--- src/rtl/shift_sequencer.sv ---
// Command-driven shift/rotate engine: loads a register, applies a latched
// operation one step per clock for a latched count, then pulses done.
module shift_sequencer #(
    parameter int WIDTH = 8,
    parameter int CW    = 4
) (
    input  logic             clock,
    input  logic             reset,
    input  logic             start,
    input  logic [WIDTH-1:0] data_in,
    input  logic [1:0]       op,
    input  logic [CW-1:0]    count,
    input  logic             hold,
    output logic             ready,
    output logic             done,
    output logic [WIDTH-1:0] Q,
    output logic [CW-1:0]    steps_left
);

    typedef enum logic [1:0] {
        ST_IDLE  = 2'd0,
        ST_SHIFT = 2'd1,
        ST_DONE  = 2'd2
    } state_t;

    localparam logic [1:0] OP_ROR = 2'b00;
    localparam logic [1:0] OP_ROL = 2'b01;
    localparam logic [1:0] OP_ASR = 2'b10;
    localparam logic [1:0] OP_LSL = 2'b11;

    state_t           state_q, state_d;
    logic [WIDTH-1:0] q_q, q_d;
    logic [1:0]       op_q, op_d;
    logic [CW-1:0]    steps_q, steps_d;

    // One step of the selected operation; ASR keeps the sign bit.
    function automatic logic [WIDTH-1:0] shift_step(
        input logic [WIDTH-1:0] val,
        input logic [1:0]       sel
    );
        logic signed [WIDTH-1:0] sval;
        sval = $signed(val);
        case (sel)
            OP_ROR:  shift_step = {val[0], val[WIDTH-1:1]};
            OP_ROL:  shift_step = {val[WIDTH-2:0], val[WIDTH-1]};
            OP_ASR:  shift_step = $unsigned(sval >>> 1);
            default: shift_step = {val[WIDTH-2:0], 1'b0};
        endcase
    endfunction

    always_comb begin
        state_d = state_q;
        q_d     = q_q;
        op_d    = op_q;
        steps_d = steps_q;
        case (state_q)
            ST_IDLE: begin
                if (start) begin
                    q_d     = data_in;
                    op_d    = op;
                    steps_d = count;
                    state_d = (count != '0) ? ST_SHIFT : ST_DONE;
                end
            end
            ST_SHIFT: begin
                if (!hold) begin
                    q_d     = shift_step(q_q, op_q);
                    steps_d = steps_q - 1'b1;
                    if (steps_q == CW'(1)) begin
                        state_d = ST_DONE;
                    end
                end
            end
            ST_DONE: begin
                state_d = ST_IDLE;
            end
            default: begin
                state_d = ST_IDLE;
            end
        endcase
    end

    always_ff @(posedge clock) begin
        if (reset) begin
            state_q <= ST_IDLE;
            q_q     <= '0;
            op_q    <= OP_ROR;
            steps_q <= '0;
        end else begin
            state_q <= state_d;
            q_q     <= q_d;
            op_q    <= op_d;
            steps_q <= steps_d;
        end
    end

    // Outputs decode registered state only.
    assign ready      = (state_q == ST_IDLE);
    assign done       = (state_q == ST_DONE);
    assign Q          = q_q;
    assign steps_left = steps_q;

endmodule

--- config.mk ---
export PLATFORM = sky130hd
export DESIGN_NAME = shift_sequencer
export DESIGN_NICKNAME = d
export VERILOG_FILES = /design/src/rtl/shift_sequencer.sv
export SDC_FILE = /design/constraint.sdc
export NUM_CORES = 1
export LEC_CHECK = 0
export ABC_AREA = 1
export CAP_MARGIN = 20
export CORE_AREA = 4 4 52 45
export DETAILED_ROUTE_END_ITERATION = 12
export DIE_AREA = 0 0 56 49
export DONT_BUFFER_PORTS = 1
export PLACE_DENSITY = 0.78
export SETUP_SLACK_MARGIN = 0.5
export SLEW_MARGIN = 20
export SYNTH_ARGS = -nofsm -noshare
export SYNTH_HDL_FRONTEND = slang
export SYNTH_SLANG_ARGS = --single-unit
--- constraint.sdc ---
create_clock -name clock -period 1.2 [get_ports clock]
set_input_delay 0.18 -clock clock [delete_from_list [all_inputs] [get_ports clock]]
set_output_delay 0.18 -clock clock [all_outputs]
set_load 0.02 [all_outputs]
**Word level (Yosys, flattened, before mapping)**

Index checks and enable logic that the tools add are counted.

- $add $sub $neg: 1
- Equality and inequality tests: 9
- Muxes and demuxes: 12
- Reductions and logical operators: 8

Operator list:

| cell | count |
|---|---|
| $pmux W8 S3 | 1 |
| $mux W8 | 2 |
| $pmux W8 S2 | 1 |
| $mux W2 | 4 |
| $mux W4 | 2 |
| $ne A2 B2 Y1 const B | 4 |
| $pmux W4 S2 | 1 |
| $reduce_and A3 Y1 | 2 |
| $eq A2 B1 Y1 const B | 2 |
| $eq A2 B2 Y1 const B | 2 |
| $eq A4 B1 Y1 const B | 1 |
| $logic_not A2 Y1 | 2 |
| $pmux W2 S2 | 1 |
| $reduce_and A4 Y1 | 1 |
| $reduce_bool A4 Y1 | 1 |
| $sub A4 B1 Y4 const B | 1 |
| $reduce_and A2 Y1 | 1 |
| $reduce_bool A2 Y1 | 1 |

- Flip-flop bits (word level): 16
- Input port bits: 18
- Output and inout port bits: 14
- Logic and storage cells: 35

**Depth between registers and ports, before layout**

Gate-level depths: netlist of run 1.

- Depth in word-level cells: 4
- Gate-level depth with buffers: 9

**Worst setup path before layout of run 1**

OpenSTA, ideal clock, no wires.

- Kind: reg-to-reg
- Start point: reg steps_q[0], in the netlist steps_left[0]
- End point: reg steps_q[1], in the netlist steps_left[1]
- Arrival: 1.165 ns
- Data required time: 1.130 ns
- Path slack: -0.034 ns
- Cell stages (with the launch flop): 6
- Buffers on the path: 0
- Path through: dfxtp_1 > inv_1 > ha_1 > o21ai_0 > nand2_1 > a21oi_1

- Cells in the longest elaborated chain, start to end: 3

Ends and longest elaborated chain:

| element | line | text |
|---|---|---|
| start: declaration | 34 | `logic [CW-1:0] steps_q, steps_d;` |
| start signal: assignment | 93 | `steps_q <= steps_d;` |
| $sub A4 B1 Y4 | 68 | `steps_d = steps_q - 1'b1;` |
| $mux W4 | 66 | `if (!hold) begin` |
| $pmux W4 S2 | 56 | `case (state_q)` |

Every way passes these cells. The select of a mux whose other input is x is not followed.
A chain may end at the register's enable or synchronous reset.

**Worst setup path in the final report of run 1**

- Start point: reg state_q[1]
- End point: out ready

- Cells in the longest elaborated chain, start to end: 1

Ends and longest elaborated chain:

| element | line | text |
|---|---|---|
| start: declaration | 31 | `state_t state_q, state_d;` |
| start signal: assignment | 90 | `state_q <= state_d;` |
| $logic_not A2 Y1 | 98 | `assign ready = (state_q == ST_IDLE);` |
| end: declaration | 14 | `output logic ready,` |

Every way passes these cells.

==> key figures, run 1 <==
Pwr
  • Comb pwr share: 51.2%
  • Total power: 2.19 mW
  • Clk pwr share: 13.5%
  • Seq pwr share: 35.3%
  • Cell-internal power: 1.27 mW
  • Max rail drop VDD: 922 uV
  • Leakage: 0.642 nW
  • Sw Pwr: 0.918 mW
  • Power density cells: 1580 nW/um2
  • Sw frac: 41.9%

Yosys
  • Syn_area_per_cell: 6.24 um2
  • Synth Net Count: 173
  • Yosys warns: 0
  • Area fraction of the dominant cell type after synthesis: 33.6%
  • Synthesized area: 955 um2
  • Sequential share of the synthesized area: 33.6%
  • Post-Syn Instances: 153
  • Synth area leader: dfxtp_1
  • Synth top area cells: dfxtp_1 (34%), nand2_1 (18%), nor2_1 (11%)
  • Register bit count reported by yosys: 16
  • Unique masters post-synth: 17

Timing
  • Worst slew pin tran: 349 ps
  • Highest Clock Rate: 840 MHz
  • Crit share post-route: 99.2%
  • Max-slew violations: 0
  • RSZ-0062 raised after global routing: true
  • Final Critical Period: 1190 ps
  • Final Hold Viols: 0
  • Fin Setup TNS: 0 ps
  • Slew HR: 76.7%
  • Final setup violation count: 0
  • Hold WS: 13.1 ps
  • Skew final: 3.02 ps

Global route
  • M3 GR Usage: 6.88%
  • Total grt overflow: 0
  • Met1 Use GR: 28.3%
  • First-pass GRT wire length: 5260 um
  • Initial antenna violation count: 0
  • Gr busiest metal: met2
  • M2 GR Usage: 42.2%
  • GRT Util Overall: 24.3%
  • Number of global-route vias before repair: 1147
  • Largest net degree at the start of global routing: 12

Run
  • Max Cap Viol: 0

Placed design
  • Hpwl dp: 1780 um
  • GPL Wtd Cong: 0.794
  • Placed cell count: 187
  • PortBufs: 0

Route
  • Routed WL: 3060 um
  • Drt pass-1 iters: 4
  • Wirelength per Cell: 14.8 um
  • DRC Markers: 0
  • Vias/cell: 5.43
  • Antenna-violating nets left: 0
  • Initial DRC count: 24
  • Total number of vias: 1124

Critical path
  • Worst Path Class, Setup: reg -> out
  • Crit start category: register
  • Setup crit end kind: output port
  • Critical-path maximum fanout: 4
  • Critical path required time: 1020 ps
  • Crit path arrival time: 1010 ps

Die
  • Die height: 49 um
  • Initial Utilization: 52.4%
  • Die Footprint: 2740 um2
  • # IOs: 32
  • Cell Rows: 14
  • CORE AREA: 1820 um2
  • Die width: 56 um

Clocking
  • CTS sink cnt: 16
  • CTS tree: built
  • Clk buf depth: 2
  • Clock transition at the registers of the reported paths: 90 ps
  • Root Buffer: clkbuf_4
  • Worst-Skew Late Latency: 290 ps
  • H-tree Lvls: 1
  • CTS Buf Count: 3

Final layout
  • Finished Layout Cells: 207
  • Final #Nets: 204
  • Commonest non-fill, non-tap cell in the layout: nand2_1
  • Layout area overhead: 45.3%
  • Layout cell share with drive strength beyond 1: 37.2%
  • Final Util: 76.2%
  • Antenna cell count: 0
  • Most frequent cells in the layout: nand2_1 (43), nor2_1 (21), buf_6 (16)

Hold path
  • Hold WC Path Type: in -> reg

Run status
  • Status: finished, final reports clean
-- routing by layer --
layer	part of all wire, %	wire length [um]
met5	0	0
met4	1.7	51
met3	6.5	200
met2	52	1580
met1	40	1230
-- state kept, by name, indices dropped and copies added (netlist names) --
name,flops
Q,8
op_q,2
steps_left,4
state_q,2
-- through the flow --
step / setup WS [ps] / area [um2]
floorplan: 111 / 972
global placement: 59.6 / 1080
detailed placement: 44.2 / 1080
CTS: 22.2 / 1320
global route: -47.6 / 1390
finish: 9.61 / 1390
-- Yosys cell counts, drive strengths merged --
master / instances
nand2: 48
nor2: 30
dfxtp: 16
inv: 15
o21ai: 15
a21oi: 9
nand3: 8
o211ai: 4
buf: 2
clkbuf: 2
ha: 2
or2: 1
xnor2: 1
-- worst max-delay path, cell delays in order (launching register included) --
cell and delay (ps):
dfxtp_4 390, nor2_4 180, buf_6 150
-- power groups by stage --
stage	combinational [mW]	clock (mW)	sequential (mW)
5_1_grt	1.23	0.330	0.788
4_1_cts	1.00	0.300	0.766
2_1_floorplan	0.492	0	0.818
3_5_place_dp	0.765	0	0.758
6_report	1.12	0.297	0.773
3_3_place_gp	0.748	0	0.751
-- cell families after synthesis --
group,Yosys count,synth area share [%]
AOI/OAI and AO/OA,28,15.7
xor gates and xnor gates,1,0.918
adders and majority gates,2,2.62
buffers and inverters,19,9.04
DFF,16,33.6
and+or+nand+nor,87,38.1
-- area by class of cell --
cell class / count / area (um2)
Timing Repair Buffer: 29 / 280
Clock inverter: 1 / 3.75
Timing Repair inverter: 1 / 3.75
Multi-Input combinational cell: 118 / 623
Fill cell: 141 / 434
Tap cell: 24 / 30.0
Inverter: 15 / 68.8
Sequential cell: 16 / 355
Clock buffer: 3 / 22.5
-- what timing repair did --
action,CTS,global route
hold endpoints to repair,4,0
setup buffers,10,3
cloned,2,0
setup endpoints to repair,30,30
gates resized for setup,46,12
hold buffers,1,0
pin swaps,10,6
-- path summary, 6_finish.rpt --
path | from | to | slack, ps | cells past startpoint
setup / recovery | state_q[1] | ready | 10 | 2
setup reg to reg | state_q[0] | steps_left[1] | 20 | 6
hold / removal | reset | state_q[0] | 10 | 3
hold reg to reg | op_q[1] | op_q[1] | 530 | 2
(Power assumes the default switching activity.)
==> run 2: changes to the inputs <==
==> constraint.sdc (replaced) <==
create_clock -name clock -period 1.47 [get_ports clock]
set_input_delay 0.2205 -clock clock [delete_from_list [all_inputs] [get_ports clock]]
set_output_delay 0.2205 -clock clock [all_outputs]
set_load 0.05 [all_outputs]
==> run 2 against run 1 <==
Critical path depth up 4. Utilization up 6.3 points. Final area up 8.2%. Wire length up 18%. Total power down 0.90%. Via count up 8.9%. Sequential power down 14%. Critical path type is now reg -> reg. Largest cell class unchanged.
==> key figures, run 2 (same netlist as run 1, synthesis figures left out) <==
Run status
  • Status: finished, final reports clean

Global route
  • Number of global-route vias before repair: 1062
  • Initial antenna violation count: 0
  • Largest net degree at the start of global routing: 12
  • Total grt overflow: 0
  • GRT Util Overall: 22.7%
  • First-pass GRT wire length: 4890 um

Final layout
  • Commonest non-fill, non-tap cell in the layout: nand2_1
  • Antenna cell count: 0
  • Final #Nets: 206
  • Layout filler cell count: 106
  • Finished Layout Cells: 209
  • Layout cell share with drive strength beyond 1: 38.4%
  • Most frequent cells in the layout: nand2_1 (42), nor2_1 (25), buf_4 (15)
  • Layout area overhead: 57.3%
  • Max reg flops: 8

Clocking
  • CTS sink cnt: 16
  • Root Buffer: clkbuf_4
  • CTS Buf Count: 3
  • H-tree Lvls: 1
  • Clk buf depth: 2
  • Worst-Skew Late Latency: 310 ps
  • CTS tree: built
  • Clock transition at the registers of the reported paths: 100 ps

Placed design
  • Placed cell count: 186
  • Hpwl dp: 1710 um
  • GPL Wtd Cong: 0.835
  • PortBufs: 0

Timing
  • RSZ-0062 raised after global routing: true
  • Final setup violation count: 0
  • Final Critical Period: 1290 ps
  • Slew HR: 78.6%
  • Final Hold Viols: 0
  • Fin Setup TNS: 0 ps
  • Crit share post-route: 87.5%
  • Highest Clock Rate: 777 MHz
  • Skew final: 3.41 ps
  • Max-slew violations: 0
  • Worst slew pin tran: 321 ps

Route
  • Routed WL: 3630 um
  • Vias/cell: 5.86
  • Wirelength per Cell: 17.4 um
  • DRC Markers: 0
  • Drt pass-1 iters: 5
  • Antenna-violating nets left: 0
  • Initial DRC count: 89
  • Total number of vias: 1224

Die
  • Die width: 56 um
  • Cell Rows: 14
  • Die height: 49 um
  • Initial Utilization: 52.4%
  • Die Footprint: 2740 um2
  • CORE AREA: 1820 um2
  • # IOs: 32

Pwr
  • Power density cells: 1450 nW/um2
  • Max rail drop VDD: 1160 uV
  • Leakage: 0.683 nW

Hold path
  • Hold WC Path Type: in -> reg

Critical path
  • Worst path max stage delay: 390 ps
  • Crit path arrival time: 1530 ps
  • Setup crit end kind: register
  • Crit-path cells: buf_6 > a21oi_4 > nand3_1 > nand2_1 > nand2_1 > nor2_1
  • Crit-path slowest cell: dfxtp_4
  • Worst Path Class, Setup: reg -> reg
  • CP most frequent cell: nand2_1
  • R2R Setup Slk: 180 ps
  • Buf/Inv on CP: 1
  • Crit start category: register
  • Critical-path maximum fanout: 5
  • Critical path required time: 1720 ps
  • Delay-heaviest family, CP: simple AND/OR/NAND/NOR gates

Run
  • Max Cap Viol: 0
[run 2: metrics by stage]
step                area [um2]  util (%)  total power [mW]  hold WS, ps  setup slack (ps)
detailed placement        1070      58.8              1.39          287               182
finish                    1500      82.4              2.17         44.7               183
global placement          1070      58.8              1.38          281               181
floorplan                  973         -              1.23          280               232
CTS                       1450      79.3              2.02         55.1               221
global route              1500      82.4              2.28         54.9               130
[run 2: path summary, 6_finish.rpt]
kind / start / to / depth (start not counted)
max reg2reg: state_q[0] / Q[7] / 6
min reg2reg: op_q[1] / op_q[1] / 2
max: state_q[0] / Q[7] / 6
min: reset / state_q[0] / 3
[run 2: worst reg2reg max path: cells and delay by family, from the launching register on]
kind,cells,cell delay [ps]
AO/OA/AOI/OAI,1,230
buffers and inverters,1,130
flip-flops,1,390
AND/OR/NAND/NOR,4,480
[run 2: where the power goes]
| group | switching [mW] | internal, mW | total (mW) | leakage (nW) |
|---|---|---|---|---|
| registers | 0.131 | 0.531 | 0.662 | 0.139 |
| logic | 0.719 | 0.479 | 1.20 | 0.523 |
| clock network | 0.158 | 0.152 | 0.310 | 0.0210 |
[run 2: cell type report]
class                   count  area [um2]  share of cell area (%)
inverters                  15        76.3                    5.08
multi-input cells         119         671                    44.7
clock buffers               4        36.3                    2.42
well taps                  24        30.0                    2.00
repair buffers             30         322                    21.4
flip-flops and latches     16         358                    23.8
repair inverters            1        8.76                   0.583
[run 2: layer usage]
layer / wire, um / track usage, % / up-vias
li1: - / - / 549
met1: 1250 / 25.5 / 551
met2: 1780 / 38.1 / 99
met3: 407 / 7.94 / 25
met4: 185 / 11.1 / 0
met5: 0 / 0 / -
[run 2: what timing repair did]
action | in CTS | in global routing
hold buffers | 1 | 0
gates resized for setup | 63 | 13
cloned | 2 | 0
endpoints found under the hold margin | 4 | 0
endpoints found under the setup margin | 29 | 30
setup buffers | 15 | 1
pin swaps | 14 | 7
